==> src/rtl/lda_pkg.sv <==
// ----------------------------------------------------------------------------
// lda_pkg
// Shared definitions for the line-draw accelerator (LDA) controller slice.
//   lda_state_e  : sequencer states
//   LDA_WIDTH    : default canvas width in pixels
//   LDA_HEIGHT   : default canvas height in pixels
//   LDA_MAX_SEGS : default maximum number of segments per batch
//   LDA_TIMEOUT  : default per-segment draw watchdog limit in cycles
//   widthOf()    : $clog2 that never returns zero, for sizing counters
// ----------------------------------------------------------------------------
package lda_pkg;

    typedef enum logic [2:0] {
        S_IDLE,
        S_CLEAR,
        S_START_DRAW,
        S_DRAW,
        S_DONE
    } lda_state_e;

    localparam int LDA_WIDTH    = 336;
    localparam int LDA_HEIGHT   = 210;
    localparam int LDA_MAX_SEGS = 16;
    localparam int LDA_TIMEOUT  = 4096;

    // A counter that only ever needs to hold one value still needs one bit,
    // so degenerate sizes are pinned to a minimum width of 1.
    function automatic int widthOf(input int n);
        return (n > 1) ? $clog2(n) : 1;
    endfunction

endpackage

==> src/rtl/lda_clear_scanner.sv <==
// ----------------------------------------------------------------------------
// lda_clear_scanner
// Raster-order x/y sweep used to blank the canvas one pixel per cycle.
//   clk     in   clock
//   reset   in   asynchronous active-high reset
//   en_i    in   advance one pixel this cycle
//   clr_i   in   force the sweep back to (0,0); wins over en_i
//   x_o     out  current column, 0..WIDTH-1
//   y_o     out  current row, 0..HEIGHT-1
//   last_o  out  sweep sits on the final pixel (WIDTH-1,HEIGHT-1)
// ----------------------------------------------------------------------------
module lda_clear_scanner
    import lda_pkg::*;
#(
    parameter int WIDTH  = LDA_WIDTH,
    parameter int HEIGHT = LDA_HEIGHT
) (
    input  logic                         clk,
    input  logic                         reset,
    input  logic                         en_i,
    input  logic                         clr_i,
    output logic [widthOf(WIDTH)-1:0]    x_o,
    output logic [widthOf(HEIGHT)-1:0]   y_o,
    output logic                         last_o
);

    localparam int X_W = widthOf(WIDTH);
    localparam int Y_W = widthOf(HEIGHT);

    logic [X_W-1:0] x_q, x_d;
    logic [Y_W-1:0] y_q, y_d;
    logic           xAtEnd;
    logic           yAtEnd;

    assign xAtEnd = (x_q == X_W'(WIDTH - 1));
    assign yAtEnd = (y_q == Y_W'(HEIGHT - 1));

    // Next sweep position. Column wraps at the right edge and bumps the row;
    // the row wraps after the bottom edge, so a completed sweep lands back on
    // (0,0) and the next clear starts from the origin without extra help.
    always_comb begin
        x_d = x_q;
        y_d = y_q;
        if (clr_i) begin
            x_d = '0;
            y_d = '0;
        end else if (en_i) begin
            if (xAtEnd) begin
                x_d = '0;
                y_d = yAtEnd ? '0 : (y_q + Y_W'(1));
            end else begin
                x_d = x_q + X_W'(1);
            end
        end
    end

    // Sweep position register.
    always_ff @(posedge clk or posedge reset) begin
        if (reset) begin
            x_q <= '0;
            y_q <= '0;
        end else begin
            x_q <= x_d;
            y_q <= y_d;
        end
    end

    assign x_o    = x_q;
    assign y_o    = y_q;
    assign last_o = xAtEnd && yAtEnd;

endmodule

==> src/rtl/lda_seq_control.sv <==
// ----------------------------------------------------------------------------
// lda_seq_control
// Batch sequencer for the line-draw accelerator: optional canvas clear, then
// 1..MAX_SEGS segments drawn back to back, with abort and a draw watchdog.
//   clk                in   clock
//   reset              in   asynchronous active-high reset
//   i_start            in   begin a batch (only looked at while idle)
//   i_clear_first      in   with i_start: blank the canvas before drawing
//   i_num_segs         in   with i_start: segment count, clamped to MAX_SEGS
//   i_line_done        in   datapath finished the current segment
//   i_abort            in   drop the running batch
//   o_busy             out  batch in progress
//   o_done             out  one-cycle pulse, batch completed normally
//   o_timeout          out  one-cycle pulse, watchdog dropped the batch
//   o_data_reset       out  datapath holds its registers cleared (idle)
//   o_clear_canvas     out  write black at (o_clear_x, o_clear_y)
//   o_clear_x/y        out  clear sweep position
//   o_start_draw_line  out  one-cycle pulse, load endpoints of o_seg_idx
//   o_draw_line        out  datapath steps the Bresenham engine
//   o_seg_idx          out  current segment index, 0-based
// ----------------------------------------------------------------------------
module lda_seq_control
    import lda_pkg::*;
#(
    parameter int WIDTH    = LDA_WIDTH,
    parameter int HEIGHT   = LDA_HEIGHT,
    parameter int MAX_SEGS = LDA_MAX_SEGS,
    parameter int TIMEOUT  = LDA_TIMEOUT,
    localparam int SEG_W   = $clog2(MAX_SEGS + 1)
) (
    input  logic                        clk,
    input  logic                        reset,
    input  logic                        i_start,
    input  logic                        i_clear_first,
    input  logic [SEG_W-1:0]            i_num_segs,
    input  logic                        i_line_done,
    input  logic                        i_abort,
    output logic                        o_busy,
    output logic                        o_done,
    output logic                        o_timeout,
    output logic                        o_data_reset,
    output logic                        o_clear_canvas,
    output logic [widthOf(WIDTH)-1:0]   o_clear_x,
    output logic [widthOf(HEIGHT)-1:0]  o_clear_y,
    output logic                        o_start_draw_line,
    output logic                        o_draw_line,
    output logic [SEG_W-2:0]            o_seg_idx
);

    localparam int TO_W = widthOf(TIMEOUT + 1);
    localparam logic [TO_W-1:0] WD_LIMIT = (TIMEOUT > 0) ? TO_W'(TIMEOUT - 1) : '0;

    lda_state_e        state_q, state_d;
    logic [SEG_W-1:0]  numSegs_q, numSegs_d;
    logic [SEG_W-2:0]  segIdx_q, segIdx_d;
    logic [TO_W-1:0]   wdCount_q, wdCount_d;
    logic              timeout_q, timeout_d;

    logic [SEG_W-1:0]  clampedSegs;
    logic              lastSeg;
    logic              wdExpired;
    logic              scanEn;
    logic              scanClr;
    logic              scanLast;

    assign clampedSegs = (i_num_segs > SEG_W'(MAX_SEGS)) ? SEG_W'(MAX_SEGS) : i_num_segs;
    assign lastSeg     = ({1'b0, segIdx_q} == (numSegs_q - SEG_W'(1)));
    assign wdExpired   = (TIMEOUT > 0) && (wdCount_q == WD_LIMIT);

    // The sweep is parked at the origin whenever the controller is idle or a
    // batch is being aborted, so an interrupted clear never leaks its position
    // into the next batch.
    assign scanEn  = (state_q == S_CLEAR);
    assign scanClr = (state_q == S_IDLE) || i_abort;

    lda_clear_scanner #(
        .WIDTH  (WIDTH),
        .HEIGHT (HEIGHT)
    ) u_scanner (
        .clk    (clk),
        .reset  (reset),
        .en_i   (scanEn),
        .clr_i  (scanClr),
        .x_o    (o_clear_x),
        .y_o    (o_clear_y),
        .last_o (scanLast)
    );

    // Next-state logic. Abort outranks everything outside idle. In the draw
    // state a finishing segment is checked before the watchdog, so a segment
    // that completes on the very last allowed cycle still advances normally.
    // The timeout flag is computed here and registered, so the pulse appears
    // in the same cycle the controller is back in idle.
    always_comb begin
        state_d   = state_q;
        numSegs_d = numSegs_q;
        segIdx_d  = segIdx_q;
        wdCount_d = wdCount_q;
        timeout_d = 1'b0;
        if (i_abort && (state_q != S_IDLE)) begin
            state_d   = S_IDLE;
            numSegs_d = '0;
            segIdx_d  = '0;
            wdCount_d = '0;
        end else begin
            case (state_q)
                S_IDLE: begin
                    segIdx_d  = '0;
                    wdCount_d = '0;
                    if (i_start) begin
                        numSegs_d = clampedSegs;
                        if (i_clear_first) begin
                            state_d = S_CLEAR;
                        end else if (clampedSegs != '0) begin
                            state_d = S_START_DRAW;
                        end else begin
                            state_d = S_DONE;
                        end
                    end
                end
                S_CLEAR: begin
                    if (scanLast) begin
                        state_d = (numSegs_q != '0) ? S_START_DRAW : S_DONE;
                    end
                end
                S_START_DRAW: begin
                    wdCount_d = '0;
                    state_d   = S_DRAW;
                end
                S_DRAW: begin
                    if (i_line_done) begin
                        wdCount_d = '0;
                        if (lastSeg) begin
                            segIdx_d = '0;
                            state_d  = S_DONE;
                        end else begin
                            segIdx_d = segIdx_q + (SEG_W - 1)'(1);
                            state_d  = S_START_DRAW;
                        end
                    end else if (wdExpired) begin
                        state_d   = S_IDLE;
                        segIdx_d  = '0;
                        wdCount_d = '0;
                        timeout_d = 1'b1;
                    end else begin
                        wdCount_d = wdCount_q + TO_W'(1);
                    end
                end
                S_DONE: begin
                    state_d = S_IDLE;
                end
                default: begin
                    state_d = S_IDLE;
                end
            endcase
        end
    end

    // State, batch configuration, segment index and watchdog registers.
    always_ff @(posedge clk or posedge reset) begin
        if (reset) begin
            state_q   <= S_IDLE;
            numSegs_q <= '0;
            segIdx_q  <= '0;
            wdCount_q <= '0;
            timeout_q <= 1'b0;
        end else begin
            state_q   <= state_d;
            numSegs_q <= numSegs_d;
            segIdx_q  <= segIdx_d;
            wdCount_q <= wdCount_d;
            timeout_q <= timeout_d;
        end
    end

    // Every strobe is decoded from registered state only, so the datapath
    // never sees a combinational path from the request inputs.
    assign o_busy            = (state_q != S_IDLE);
    assign o_done            = (state_q == S_DONE);
    assign o_timeout         = timeout_q;
    assign o_data_reset      = (state_q == S_IDLE);
    assign o_clear_canvas    = (state_q == S_CLEAR);
    assign o_start_draw_line = (state_q == S_START_DRAW);
    assign o_draw_line       = (state_q == S_DRAW);
    assign o_seg_idx         = segIdx_q;

endmodule

==> config.mk <==
export PLATFORM = sky130hd
export DESIGN_NAME = lda_seq_control
export DESIGN_NICKNAME = d
export VERILOG_FILES = /design/src/rtl/lda_pkg.sv /design/src/rtl/lda_clear_scanner.sv /design/src/rtl/lda_seq_control.sv
export SDC_FILE = /design/constraint.sdc
export NUM_CORES = 1
export LEC_CHECK = 0
export BUFFER_PORTS_ARGS = -buffer_cell sky130_fd_sc_hd__buf_2
export CORE_MARGIN = 5
export CORE_UTILIZATION = 49
export CTS_CLUSTER_DIAMETER = 200
export DETAILED_ROUTE_END_ITERATION = 6
export PLACE_DENSITY = 0.69
export SLEW_MARGIN = 10
export SYNTH_ARGS = -nofsm -noshare
export SYNTH_HDL_FRONTEND = slang
export SYNTH_HIERARCHICAL = 1
export SYNTH_SLANG_ARGS = --single-unit
==> constraint.sdc <==
create_clock -name clk -period 4.45 [get_ports clk]
set_clock_uncertainty 0.15 [all_clocks]
set_input_delay 0.89 -clock clk [delete_from_list [all_inputs] [get_ports clk]]
set_output_delay 0.89 -clock clk [all_outputs]
set_load 0.01 [all_outputs]
==> metrics.md <==
| Metric | Value |
|---|---|
| Status | completed |
| CP startpoint kind | flop |
| Fin crit period | 2680 ps |
| Initial DRC count | 146 |
| Lkg Pwr | 1.30 nW |
| Vias in the first global route | 2037 |
| Post-synth EDFFs | 0 |
| Most common cell in the netlist | dfrtp_1 |
| # H-tree levels | 2 |
| CP required | 3410 ps |
| Via count | 2082 |
| Die area | 6760 um^2 |
| Share of cells above drive strength 1 | 22.0% |
| Share of synthesized registers carrying an async set or reset | 100% |
| Unrepaired setup endpoints after global routing | false |
| #FFs+latches synth | 43 |
| Routed wire length | 5290 um |
| CTS Root Cell | clkbuf_8 |
| Synthesized cell area | 2550 um^2 |
| Final ANT Viol Nets | 0 |
| Place WS | 2030 ps |
| Design Power | 1.22 mW |
| CTS max path bufs | 2 |
| Worst Hold Depth | 1 |
| Setup crit start | state_q[0] |
| Synth unique cells | 61 |
| Die H | 82.2 um |
| Gp weighted congestion | 0.830 |
| Hold buffers post-CTS | 0 |
| Filler instances | 473 |
| CTS tree | built |
| Sink Count | 43 |
| Initial antenna violation count | 0 |
| Fin Setup TNS | 0 ps |
| DP Wirelength | 3890 um |
| First-pass GRT wire length | 9190 um |
| Setup Buffers After CTS | 0 |
| Crit-path max cell delay | 540 ps |
| Multi-input logic area | 1380 um^2 |
| Hold Path End | wdCount_q[12] |
| Largest net degree at the start of global routing | 27 |
| Critical Path End Type | output port |
| Critical path type | reg2out |
| Vias per Instance | 5.49 |
| Final hold viol count | 0 |
| Avg Inst Size Synth | 9.49 um^2 |
| Switching share of total power | 34.5% |
| P per Cell Area | 416 nW/um^2 |
| R2R Setup Slk | 2140 ps |
| Part of the power in registers | 39.0% |
| Final setup margin | 1770 ps |
| Slew Limit Fails | 0 |
| Max-cap viol count | 0 |
| Final net count | 325 |
| Final setup vio count | 0 |
| Register area share after synthesis | 42.1% |
| Sw Pwr | 0.420 mW |
| Yosys Warn Count | 6 |
| Residual DRC | 0 |
| Worst Tran Pin Value | 963 ps |
| VDD IR-drop max | 267 uV |
| Crit path DAT | 1640 ps |
| CP max stage cell | dfrtp_1 |
| PortBufs | 38 |
| Final Util | 57.8% |
| Drt pass-1 iters | 4 |
| FF-to-FF End | u_scanner/x_o[8] |
| CTS resizes | 0 |
| Clk slew on worst S/H paths | 90 ps |
| IO Pins | 39 |
| Num CTS Buffers | 5 |
| Total track usage | 17.2% |
| Grt total ovfl | 0 |
| Reg2Reg Launch Point | state_q[0] |
| Sequential cell area | 1080 um^2 |
| Achievable Freq | 0.373 GHz |
| Worst R2R Path Depth | 6 |
| Clock power frac | 29.4% |
| Synth area leader | dfrtp_1 |
| Hold Crit Class | reg2reg |
| Syn Nets | 286 |
| CP Cell Sequence | or3_1, inv_1, buf_2 |
| Period utilisation layout | 60.3% |
| Internal power | 0.799 mW |
| Slew HR | 35.7% |
| Top post-synthesis cells by area | dfrtp_1, xnor2_1, nor2_1 |
| Die width | 82.2 um |
| Synth Flop Type | dfrtp_1 |
| Initial Util | 50.3% |
| Clk_lat worst skew | 300 ps |
| Wire length per cell | 13.9 um |
| Commonest cells in the netlist | dfrtp_1, nor2_1, nand2_1 |
| Core box area | 5070 um^2 |
| Placement Rows | 26 |
| Min Hold Slack | 343 ps |
| CP Buf/Inv Count | 2 |
| Comb power frac | 31.5% |
| Hold Path Origin | wdCount_q[12] |
| CP delay by family, top | flip-flops |
| P&R area growth vs syn | 14.9% |
| Cell count after synthesis | 269 |
| Critical path peak fanout | 13 |
| Diode count | 0 |
| Post-synth top area share | 42.1% |
==> layout by cell type, fill, tap and decap left out, types with 3 or more instances in the layout <==
master	n
a21oi_1	7
and4_1	3
buf_2	38
clkbuf_8	5
dfrtp_1	43
ha_1	6
inv_1	14
nand2_1	23
nand2b_1	8
nand3_1	10
nand3b_1	4
nand4_1	4
nor2_1	30
nor2_4	3
nor3_1	13
nor3b_1	3
o211ai_1	3
o21ai_0	12
o21ai_1	5
or4_1	3
xnor2_1	16
xor2_1	6
==> stage by stage <==
step                std cells  instance area, um^2
global route              379                 2930
CTS                       379                 2930
floorplan                 269                 2550
detailed placement        371                 2800
finish                    379                 2930
global placement          371                 2800
==> worst max path at each step <==
stage                            end  cells past startpoint
finish                  o_data_reset                      3
global route            o_data_reset                      3
CTS                     o_data_reset                      3
detailed placement  u_scanner/x_o[8]                      6
global placement    u_scanner/x_o[8]                      6
floorplan                 state_q[2]                      5
==> cell families after synthesis <==
| group | count (synthesis) | synth area share, % |
|---|---|---|
| and+or+nand+nor | 126 | 29.5 |
| muxes | 2 | 0.784 |
| DFF | 43 | 42.1 |
| buffers and inverters | 21 | 3.67 |
| xor gates and xnor gates | 22 | 7.55 |
| adders and majority gates | 6 | 2.94 |
| AOI/OAI and AO/OA | 49 | 13.4 |
==> layout make-up <==
type,instances,share of cell area [%]
multi-input cells,205,47.2
flip-flops and latches,43,36.7
repair buffers,39,6.74
well taps,70,2.99
clock buffers,5,2.35
clock inverters,3,2.30
inverters,14,1.79
==> power by group through the flow <==
stage	Sequential, mW	Combinational, mW	Clock (mW)
after CTS	0.475	0.387	0.369
after floorplan	0.457	0.324	0
after global placement	0.482	0.378	0
after global routing	0.483	0.425	0.389
final	0.476	0.384	0.359
after detailed placement	0.483	0.384	0
==> flip-flops by register name, summed over array words and instances, names as in the netlist <==
| register | cells |
|---|---|
| state_q | 3 |
| o_seg_idx | 4 |
| wdCount_q | 13 |
| u_scanner/x_o | 9 |
| o_timeout | 1 |
| u_scanner/y_o | 8 |
| numSegs_q | 5 |
==> per-layer routing <==
metal / part of all wire [%] / GRT usage [%] / up-vias
met2: 47 / 27.6 / 44
met1: 48 / 23.3 / 995
met5: 0 / 0 / -
met4: 1.3 / 5.81 / 0
met3: 3.9 / 3.25 / 9
li1: - / - / 1034
(Power assumes the default switching activity.)
